### config.mk
export PLATFORM = sky130hd
export DESIGN_NAME = pc_sequencer
export DESIGN_NICKNAME = d
export VERILOG_FILES = /design/src/rtl/pc_sequencer_pkg.sv /design/src/rtl/pc_sequencer_pc_counter.sv /design/src/rtl/pc_sequencer.sv
export SDC_FILE = /design/constraint.sdc
export NUM_CORES = 1
export LEC_CHECK = 0
export ABC_AREA = 1
export ABC_CLOCK_PERIOD_IN_PS = 3440
export CAP_MARGIN = 25
export CORE_MARGIN = 2
export CORE_UTILIZATION = 45
export CTS_BUF_LIST = sky130_fd_sc_hd__clkbuf_8
export DETAILED_ROUTE_END_ITERATION = 10
export GPL_TIMING_DRIVEN = 0
export PLACE_DENSITY = 0.73
export REMOVE_ABC_BUFFERS = 1
export SYNTH_ARGS = -nofsm -noshare
export SYNTH_HDL_FRONTEND = slang
export SYNTH_SLANG_ARGS = --single-unit
### constraint.sdc
create_clock -name CLK -period 3.44 [get_ports CLK]
set_clock_uncertainty 0.05 [all_clocks]
set_input_delay 0.516 -clock CLK [delete_from_list [all_inputs] [get_ports CLK]]
set_output_delay 0.516 -clock CLK [all_outputs]
set_load 0.02 [all_outputs]
### src/rtl/pc_sequencer_pkg.sv
// Shared phase codes, opcodes and default widths for the 2-bit computer sequencer.
package pc_sequencer_pkg;

  localparam int DEF_PC_W = 2;
  localparam int DEF_OP_W = 2;

  typedef enum logic [1:0] {
    PH_IDLE  = 2'd0,
    PH_FETCH = 2'd1,
    PH_EXEC  = 2'd2,
    PH_HALT  = 2'd3
  } phase_t;

  typedef logic [DEF_OP_W-1:0] opcode_t;

  localparam opcode_t OP_LDA = 2'b00;
  localparam opcode_t OP_ADD = 2'b01;
  localparam opcode_t OP_JZ  = 2'b10;
  localparam opcode_t OP_HLT = 2'b11;

  // Opcodes that write the accumulator.
  function automatic logic is_acc_op(input opcode_t op);
    return (op == OP_LDA) || (op == OP_ADD);
  endfunction

endpackage

### src/rtl/pc_sequencer_pc_counter.sv
// Program counter register: async reset, parallel load (priority) and increment.
module pc_counter #(
  parameter int W = 2
) (
  input  logic         clk,
  input  logic         rst,
  input  logic         inc,
  input  logic         load,
  input  logic [W-1:0] din,
  output logic [W-1:0] q
);

  // Load beats increment; the counter wraps silently.
  always_ff @(posedge clk or posedge rst) begin
    if (rst) begin
      q <= '0;
    end else if (load) begin
      q <= din;
    end else if (inc) begin
      q <= q + W'(1);
    end else begin
      q <= q;
    end
  end

endmodule

### src/rtl/pc_sequencer.sv
// PC / IR / FETCH-EXEC phase machine with Moore accumulator strobes.
// Optional macro SINGLE_STEP_EN adds a Step input gating each instruction.
module pc_sequencer
  import pc_sequencer_pkg::*;
#(
  parameter int PC_W = DEF_PC_W,
  parameter int OP_W = DEF_OP_W
) (
  input  logic                 CLK,
  input  logic                 Reset,
  input  logic                 Run,
`ifdef SINGLE_STEP_EN
  input  logic                 Step,
`endif
  input  logic [OP_W+PC_W-1:0] Instr,
  input  logic                 Zero,
  output logic [PC_W-1:0]      Pc,
  output logic [1:0]           Phase,
  output logic                 IR_Load,
  output logic                 Acc_Load,
  output logic                 Acc_Src,
  output logic                 Halted
);

  phase_t                 state;
  logic [OP_W+PC_W-1:0]   ir;
  opcode_t                ir_op;
  opcode_t                fetch_op;
  logic                   go;
  logic                   resume;
  logic                   pc_inc;
  logic                   pc_load;
  logic                   ir_load_q;
  logic                   acc_load_q;
  logic                   acc_src_q;
  logic                   halted_q;

  assign ir_op    = opcode_t'(ir[PC_W +: OP_W]);
  assign fetch_op = opcode_t'(Instr[PC_W +: OP_W]);

`ifdef SINGLE_STEP_EN
  logic step_q;

  // Edge detect on Step so a held button releases only one instruction.
  always_ff @(posedge CLK or posedge Reset) begin
    if (Reset) begin
      step_q <= 1'b0;
    end else begin
      step_q <= Step;
    end
  end

  assign go     = Run & Step & ~step_q;
  assign resume = 1'b0;
`else
  assign go     = Run;
  assign resume = Run;
`endif

  assign pc_inc  = (state == PH_FETCH);
  assign pc_load = (state == PH_EXEC) && (ir_op == OP_JZ) && Zero;

  pc_counter #(.W(PC_W)) u_pc (
    .clk  (CLK),
    .rst  (Reset),
    .inc  (pc_inc),
    .load (pc_load),
    .din  (ir[PC_W-1:0]),
    .q    (Pc)
  );

  // Phase machine; strobes are set for the state being entered so they track it exactly.
  always_ff @(posedge CLK or posedge Reset) begin
    if (Reset) begin
      state      <= PH_IDLE;
      ir         <= '0;
      ir_load_q  <= 1'b0;
      acc_load_q <= 1'b0;
      acc_src_q  <= 1'b0;
      halted_q   <= 1'b0;
    end else begin
      case (state)
        PH_IDLE: begin
          if (go) begin
            state     <= PH_FETCH;
            ir_load_q <= 1'b1;
          end
        end
        PH_FETCH: begin
          state      <= PH_EXEC;
          ir         <= Instr;
          ir_load_q  <= 1'b0;
          acc_load_q <= is_acc_op(fetch_op);
          acc_src_q  <= (fetch_op == OP_ADD);
        end
        PH_EXEC: begin
          acc_load_q <= 1'b0;
          acc_src_q  <= 1'b0;
          if (ir_op == OP_HLT) begin
            state    <= PH_HALT;
            halted_q <= 1'b1;
          end else if (resume) begin
            state     <= PH_FETCH;
            ir_load_q <= 1'b1;
          end else begin
            state <= PH_IDLE;
          end
        end
        PH_HALT: begin
          state <= PH_HALT;
        end
        default: begin
          state <= PH_IDLE;
        end
      endcase
    end
  end

  assign Phase    = state;
  assign IR_Load  = ir_load_q;
  assign Acc_Load = acc_load_q;
  assign Acc_Src  = acc_src_q;
  assign Halted   = halted_q;

endmodule

**Word-level counts from Yosys, hierarchy flattened**

Cells that the tools add are included.
Widths: inputs -> output; s select.

- Muxes and demuxes: 11
- Reduce and logical (&&, ||, !) cells: 10
- $add $sub $neg: 1
- Equality and inequality tests: 8

Operator list:

| kind | count |
|---|---|
| $eq 2x2->1 const B | 4 |
| $mux 2 | 4 |
| $pmux 2 s4 | 1 |
| $eq 2x1->1 const B | 2 |
| $logic_not 2->1 | 2 |
| $ne 2x2->1 const B | 2 |
| $pmux 1 s2 | 2 |
| $reduce_and 2->1 | 2 |
| $reduce_bool 2->1 | 2 |
| $mux 1 | 3 |
| $pmux 1 s3 | 1 |
| $reduce_bool 3->1 | 1 |
| $add 2x1->2 const B | 1 |
| $logic_and 1x1->1 | 2 |
| $logic_or 1x1->1 | 1 |

- Register bits after elaboration: 12
- Word-level logic and storage cells: 37

**Depth between registers and ports, before layout**

Gate-level depths: netlist (run 1).

- Word-level depth: 4
- Mapped depth: 8

**Cells and area by module**

Synthesis (run 1) repeated with hierarchy kept, for this count alone.

- Cells, all modules: 83
- Area total of the unflattened synthesis: 659.4 sq um

By module, submodules not included:

| module | sequential area each (sq um) | area an instance (sq um) | instances | cells an instance |
|---|---|---|---|---|
| pc_sequencer | 250.2 | 546.8 | 1 | 67 |
| pc_counter | 50.0 | 112.6 | 1 | 16 |

**Least setup slack after synthesis (run 1)**

No wires, ideal clock.

- Path type: register to register
- Start point: register state[0], in the netlist Phase[0]
- End point: register acc_load_q, in the netlist Acc_Load
- Cell stages (with the launch flop): 4
- Setup time: 125 ps
- Arrival: 1304 ps
- Data required time: 3265 ps
- Clock period less this slack: 1479 ps
- Slack: 1961 ps
- Cell sequence: dfrtp_1 -> inv_1 -> ha_1 -> mux2_2

- Cells in the longest elaborated chain, start to end: 2
- Elaborated cells on any way between the ends: 4
- Those cells by class: eq/ne (2); mux (1); reduce/logical (1)

Ends and longest elaborated chain:

| what | RTL line | RTL |
|---|---|---|
| start: declaration | pc_sequencer.sv:25 | `phase_t state;` |
| start signal: assignment | pc_sequencer.sv:75 | `state <= PH_IDLE;` |
| start signal: assignment | pc_sequencer.sv:85 | `state <= PH_FETCH;` |
| start signal: assignment | pc_sequencer.sv:90 | `state <= PH_EXEC;` |
| $eq 2x2->1 or $eq 2x1->1 (tied branches) | pc_sequencer.sv:82 | `case (state)` |
| $pmux 1 s2 or $reduce_bool 2->1 (tied branches) | - |  |
| end signal: assignment | pc_sequencer.sv:93 | `acc_load_q <= is_acc_op(fetch_op);` |
| end: declaration | pc_sequencer.sv:34 | `logic acc_load_q;` |

Several ways; a longest one is shown, not always the timed one.
A chain may end at the register's enable or synchronous reset.

**Worst setup path in the final report (run 1)**

- Start point: register state[0], in the netlist Phase[0]
- End point: output port Phase[0]

RTL lines:

| what | RTL line | RTL |
|---|---|---|
| end: declaration | pc_sequencer.sv:18 | `output logic [1:0] Phase,` |

No word-level cell between the ends.

==> run_results.csv, run 1 <==
group,metric,value,unit
floorplan,fp.dieH,42.8,µm
clock_network,cts.clk_slew.worst_paths,50,ps
global_routing,grt_pass1_vias,470,
clock_network,cts_made_buffers,3,
setup_path,crit_chain,"clkdlybuf4s50_1",
synth,syn_area_per_cell,8.25,µm²
power,power.density,960,mW/mm²
place,gp_congestion,0.751,
synth,ys_warn_count,0,
sta,finalCritPeriodShare,0.556,
clock_network,cts-resized-gates,0,
sta,post-route-min-period,1910,ps
layout,drive_above_1_share,0.100,
setup_path,path_class,"flop to output pin",
synth,synth_cell_types,18,
floorplan,core,0.00135,mm²
global_routing,grtUsageTotal,0.153,
floorplan,io_pins,16,
floorplan,die-width,42.8,µm
route,vias_per_cell,4.75,
clock_network,root_buffer,"clkbuf_8",
layout,antenna_cells,0,
floorplan,fp-row-count,13,
sta,rsz0062_at_grt,"no",
setup_path,critPathTopFamily,"buffers and inverters",
sta,relSlewSlack,0.684,
route,ant_nets,0,
setup_path,cp_slowest_cell,"clkdlybuf4s50_1",
setup_path,critPathRequiredTime,2870,ps
setup_path,startpoint,"Phase[0]",
clock_network,cts.sinks,12,
sta,hold_violations,0,
setup_path,slowest_delay,650,ps
route,vias,546,
route,avgRoutedWirePerCell,10.7,µm
synth,synth-seq-cells,12,
synth,synthMuxAreaShare,0.0166,
power,peakVddDrop,0.531,mV
clock_network,clkLatencyLatePin,240,ps
layout,final_util,0.659,
setup_path,r2r_start,"Phase[1]",
setup_path,cp-end-kind,"output pin",
synth,synthAdderAreaFrac,0.129,
place,dpl.hpwl,902,µm
route,first_pass_iters,2,
global_routing,grt_pass1_wl,2.01,mm
layout,nets,116,
setup_path,cp_max_fo,7,
floorplan,start_util,0.501,
synth,yosys.area_share.simple,0.266,
global_routing,overflow,0,
synth,synth-compound-area-share,0.0370,
power,power_leakage,0.000459,µW
place,port_buffers,15,
synth,synth_xor_xnor_area_share,0.0129,
clock_network,ctsHoldBuffers,0,
min_path,hold_path_class,"flop to flop",
sta,max_freq,0.523,GHz
route,drc,0,
sta,holdWs,411,ps
min_path,min_from,"Halted",
clock_network,h-tree-depth,1,
synth,synth_top_family_by_area,"simple AND/OR/NAND/NOR gates",
setup_path,arrival,1350,ps
sta,finalSetupTns,0,ps
route,initialDrtViolationCount,9,
sta,slew_violations,0,
sta,setup_viol,0,
floorplan,die_area,0.00183,mm²
run,drv_cap,0,
global_routing,grt_max_degree,13,
clock_network,cts_setup_buffers,0,
synth,yosysSeqAreaShare,0.444,
setup_path,crit_path_start_kind,"flop",
clock_network,cts_tree,"done",
sta,tightestPinTransition,473,ps
synth,syn_inst,82,
layout,nFillCells,120,
status,status,"complete, no violations",
route,wl,1.23,mm
clock_network,clk_path_buf_depth,2,
layout,area_growth,31.4,%
synth,synth_area,677,µm²
setup_path,worstPathBufferInverterCount,1,
global_routing,antenna_found_initial,0,
## final cells by class
| cell class | instances | area, µm² | area share |
|---|---|---|---|
| multi-input combinational | 55 | 313 | 0.352 |
| sequential | 12 | 300 | 0.338 |
| timing repair buffer | 15 | 150 | 0.169 |
| clock buffer | 4 | 55.1 | 0.0619 |
| inverter | 14 | 52.6 | 0.0591 |
| tap | 15 | 18.8 | 0.0211 |
## logic make-up after synthesis
kind of cell / count (synthesis)
and+or+nand+nor: 41
buffers and inverters: 15
DFF: 12
adders and majority gates: 7
AOI/OAI and AO/OA: 5
xor gates and xnor gates: 1
muxes: 1
## cells in the mapped netlist
| cell type | n | area, µm² |
|---|---|---|
| o21ai_1 | 2 | 10.0 |
| mux2_2 | 1 | 11.3 |
| nand2_1 | 28 | 105 |
| nand3_2 | 2 | 20.0 |
| inv_1 | 11 | 41.3 |
| dfrtp_1 | 12 | 300 |
| clkinv_1 | 1 | 3.75 |
| nand4_1 | 2 | 12.5 |
| o21ai_0 | 2 | 10.0 |
| xor2_1 | 1 | 8.76 |
| nand3_1 | 2 | 10.0 |
| buf_6 | 1 | 11.3 |
| a21oi_1 | 1 | 5.00 |
| nor2_1 | 5 | 18.8 |
| nand2_2 | 1 | 6.26 |
| nand3b_1 | 1 | 7.51 |
| inv_2 | 2 | 7.51 |
| ha_1 | 7 | 87.6 |
## path summary, 6_finish.rpt
kind / slack (ps) / endpoint / cells past startpoint
hold reg to reg: 410 / Halted / 2
setup reg to reg: 2000 / u_pc.q[1] / 7
setup / recovery: 1530 / Phase[0] / 1
max in group asynchronous: 2480 / Halted / 2
min in group asynchronous: 540 / ir[3] / 2
hold / removal: 410 / Halted / 2
## flip-flops by register name, indices dropped and copies added (netlist names)
register / count
Phase: 2
ir: 4
IR_Load: 1
Halted: 1
Acc_Src: 1
Acc_Load: 1
u_pc.q: 2
## power breakdown
part           internal, µW  switching [µW]
clock                   101            54.6
combinational           189             235
sequential              212            61.5
total                   502             352
## placed cells by master (no fill, tap or decap), types with 4 or more instances in the layout
cell type         n
nand2_1          28
clkdlybuf4s50_1  15
dfrtp_1          12
inv_1            11
ha_1              7
nor2_1            5
clkbuf_8          4
## metrics by stage
step,total power (µW),area (µm²),setup WS [ps],std cells
floorplan,551,666,1960,81
global placement,690,835,1790,111
detailed placement,703,835,1780,111
CTS,864,890,1520,115
global route,928,890,1470,115
finish,854,890,1530,115
## metal layers
metal	up-vias	track usage	wire length, µm
li1	284	-	-
met1	244	0.185	565
met2	14	0.224	559
met3	4	0.0766	80
met4	0	0.0750	23
met5	-	0	0
Power figures use the tool's default switching activity.
==> run 2: changes to the inputs <==
--- a/config.mk
+++ b/config.mk
@@ -6,7 +6,7 @@
 export NUM_CORES = 1
 export LEC_CHECK = 0
 export ABC_AREA = 1
-export ABC_CLOCK_PERIOD_IN_PS = 3440
+export ABC_CLOCK_PERIOD_IN_PS = 1790
 export CAP_MARGIN = 25
 export CORE_MARGIN = 2
 export CORE_UTILIZATION = 45
==> constraint.sdc (replaced) <==
create_clock -name CLK -period 1.79 [get_ports CLK]
set_clock_uncertainty 0.05 [all_clocks]
set_input_delay 0.2685 -clock CLK [delete_from_list [all_inputs] [get_ports CLK]]
set_output_delay 0.2685 -clock CLK [all_outputs]
set_load 0.02 [all_outputs]
==> results of run 2 <==
The final DEF is identical to that of run 1. Status: complete, no violations.
Among the figures that moved: setup slack after placement 1780 ps -> 337 ps; setup slack after layout 1530 ps -> 126 ps; hold slack 411 ps -> 291 ps; register-to-register setup slack 2000 ps -> 350 ps; total power 854 µW -> 1640 µW; worst IR drop on VDD 0.531 mV -> 1.02 mV
==> run 3: changes to the inputs <==
--- a/config.mk
+++ b/config.mk
@@ -9,11 +9,12 @@
 export ABC_CLOCK_PERIOD_IN_PS = 1790
 export CAP_MARGIN = 25
 export CORE_MARGIN = 2
-export CORE_UTILIZATION = 45
+export CORE_UTILIZATION = 50
 export CTS_BUF_LIST = sky130_fd_sc_hd__clkbuf_8
+export CTS_CLUSTER_SIZE = 40
 export DETAILED_ROUTE_END_ITERATION = 10
 export GPL_TIMING_DRIVEN = 0
-export PLACE_DENSITY = 0.73
+export PLACE_DENSITY = 0.8
 export REMOVE_ABC_BUFFERS = 1
 export SYNTH_ARGS = -nofsm -noshare
 export SYNTH_HDL_FRONTEND = slang
==> run 3 against run 2 <==
Compared with the run above:
- count of clock-buffer cells in the layout did not move
- worst hold slack got worse by 10 ps
- sequential share of layout area did not move
- routed wire length fell by 0.89%
- critical path depth did not move
- via count fell by 1.8%
==> run_results.csv, run 3 (same netlist as run 1, synthesis figures left out) <==
group,metric,value,unit
clock_network,cts.clk_slew.worst_paths,50,ps
route,initialDrtViolationCount,4,
floorplan,die-width,40.8,µm
layout,register_area,300,µm²
floorplan,die_area,0.00166,mm²
clock_network,cts.sinks,12,
clock_network,ctsHoldBuffers,0,
layout,multi_input_area,313,µm²
global_routing,grtUsageTotal,0.188,
sta,hold_violations,0,
global_routing,overflow,0,
route,m1WireLength,564,µm
power,power.density,1850,mW/mm²
place,pre_cts_ws,340,ps
setup_path,cp_slowest_cell,"clkdlybuf4s50_1",
layout,final_cell_mix,"nand2_1, clkdlybuf4s50_1, dfrtp_1",
route,highest_layer,"met4",
floorplan,io_pins,16,
clock_network,cts-resized-gates,0,
sta,fin_ws,106,ps
setup_path,reg2reg_depth,3,
clock_network,clk_path_buf_depth,2,
route,wl,1.22,mm
route,vias,536,
layout,layout_commonest_cell,"nand2_1",
status,status,"complete, no violations",
setup_path,slowest_delay,650,ps
layout,largest_reg_flops,4,
floorplan,fp-row-count,13,
power,power_leakage,0.000459,µW
setup_path,path_class,"flop to output pin",
place,gp_congestion,0.761,
layout,final_util,0.692,
layout,drive_above_1_share,0.100,
route,dr_wl_met2,549,µm
clock_network,cts_setup_buffers,0,
setup_path,critPathRequiredTime,1470,ps
floorplan,start_util,0.527,
setup_path,cp-end-kind,"output pin",
place,dpl.hpwl,943,µm
clock_network,root_buffer,"clkbuf_8",
sta,finalCritPeriodShare,0.941,
layout,antenna_cells,0,
setup_path,critPathTopFamily,"buffers and inverters",
layout,nFillCells,101,
sta,tightestPinTransition,450,ps
clock_network,cts_made_buffers,3,
global_routing,grt_pass1_vias,458,
route,vias_per_cell,4.66,
sta,rsz0062_at_grt,"no",
clock_network,h-tree-depth,1,
layout,top_register,"ir",
route,wl_met3,66,µm
setup_path,crit_path_start_kind,"flop",
sta,setup_viol,0,
sta,post-route-min-period,1680,ps
route,ant_nets,0,
setup_path,worstPathBufferInverterCount,1,
setup_path,crit_chain,"clkdlybuf4s50_1",
power,peakVddDrop,1.24,mV
global_routing,grt_max_degree,13,
route,first_pass_iters,2,
global_routing,antenna_found_initial,0,
setup_path,r2r_end,"Acc_Load",
place,port_buffers,15,
run,drv_cap,0,
sta,finalSetupTns,0,ps
route,drc,0,
setup_path,reg2reg_slack,330,ps
sta,max_freq,0.594,GHz
global_routing,grt_pass1_wl,1.95,mm
layout,area_growth,31.4,%
clock_network,clkLatencyLatePin,240,ps
clock_network,cts_tree,"done",
setup_path,arrival,1370,ps
route,avgRoutedWirePerCell,10.6,µm
setup_path,startpoint,"Phase[0]",
setup_path,cp_max_fo,7,
floorplan,core,0.00128,mm²
floorplan,fp.dieH,40.8,µm
layout,nets,116,
setup_path,r2r_start,"Phase[0]",
sta,slew_violations,0,
min_path,hold_path_class,"input pin to asynchronous set/reset pin",
sta,relSlewSlack,0.700,
-- run 3: cell counts in the layout (fill, tap and decap cells not counted) --
Identical to the previous run, type by type.
-- run 3: power breakdown --
part | switching, µW | internal (µW)
Combinational | 452 | 363
Clock | 102 | 194
Sequential | 126 | 408
Total | 679 | 965
-- run 3: layout make-up --
cell class,count,area share
flip-flops and latches,12,0.338
clock buffers,4,0.0619
inverters,14,0.0591
repair buffers,15,0.169
well taps,15,0.0211
multi-input cells,55,0.352
-- run 3: worst max-delay path by stage --
stage	end	slack, ps	depth (start not counted)
2_1_floorplan	Acc_Load	310	3
3_3_place_gp	Acc_Load	370	3
3_5_place_dp	u_pc.q[1]	340	7
6_report	Phase[0]	110	1
4_1_cts	Phase[0]	110	1
5_1_grt	Phase[0]	70	1
-- run 3: per-stage QoR --
step                hold WS (ps)  std cells  power [µW]  area (µm²)
floorplan                   83.2         81        1060         666
global placement             395        111        1320         835
detailed placement           412        111        1360         835
CTS                          302        115        1660         890
global route                 343        115        1790         890
finish                       281        115        1640         890
-- run 3: per-layer routing --
layer / GRT usage / up-vias
met4: 0.125 / 0
li1: - / 288
met1: 0.267 / 230
met2: 0.246 / 13
met5: 0 / -
met3: 0.0489 / 5
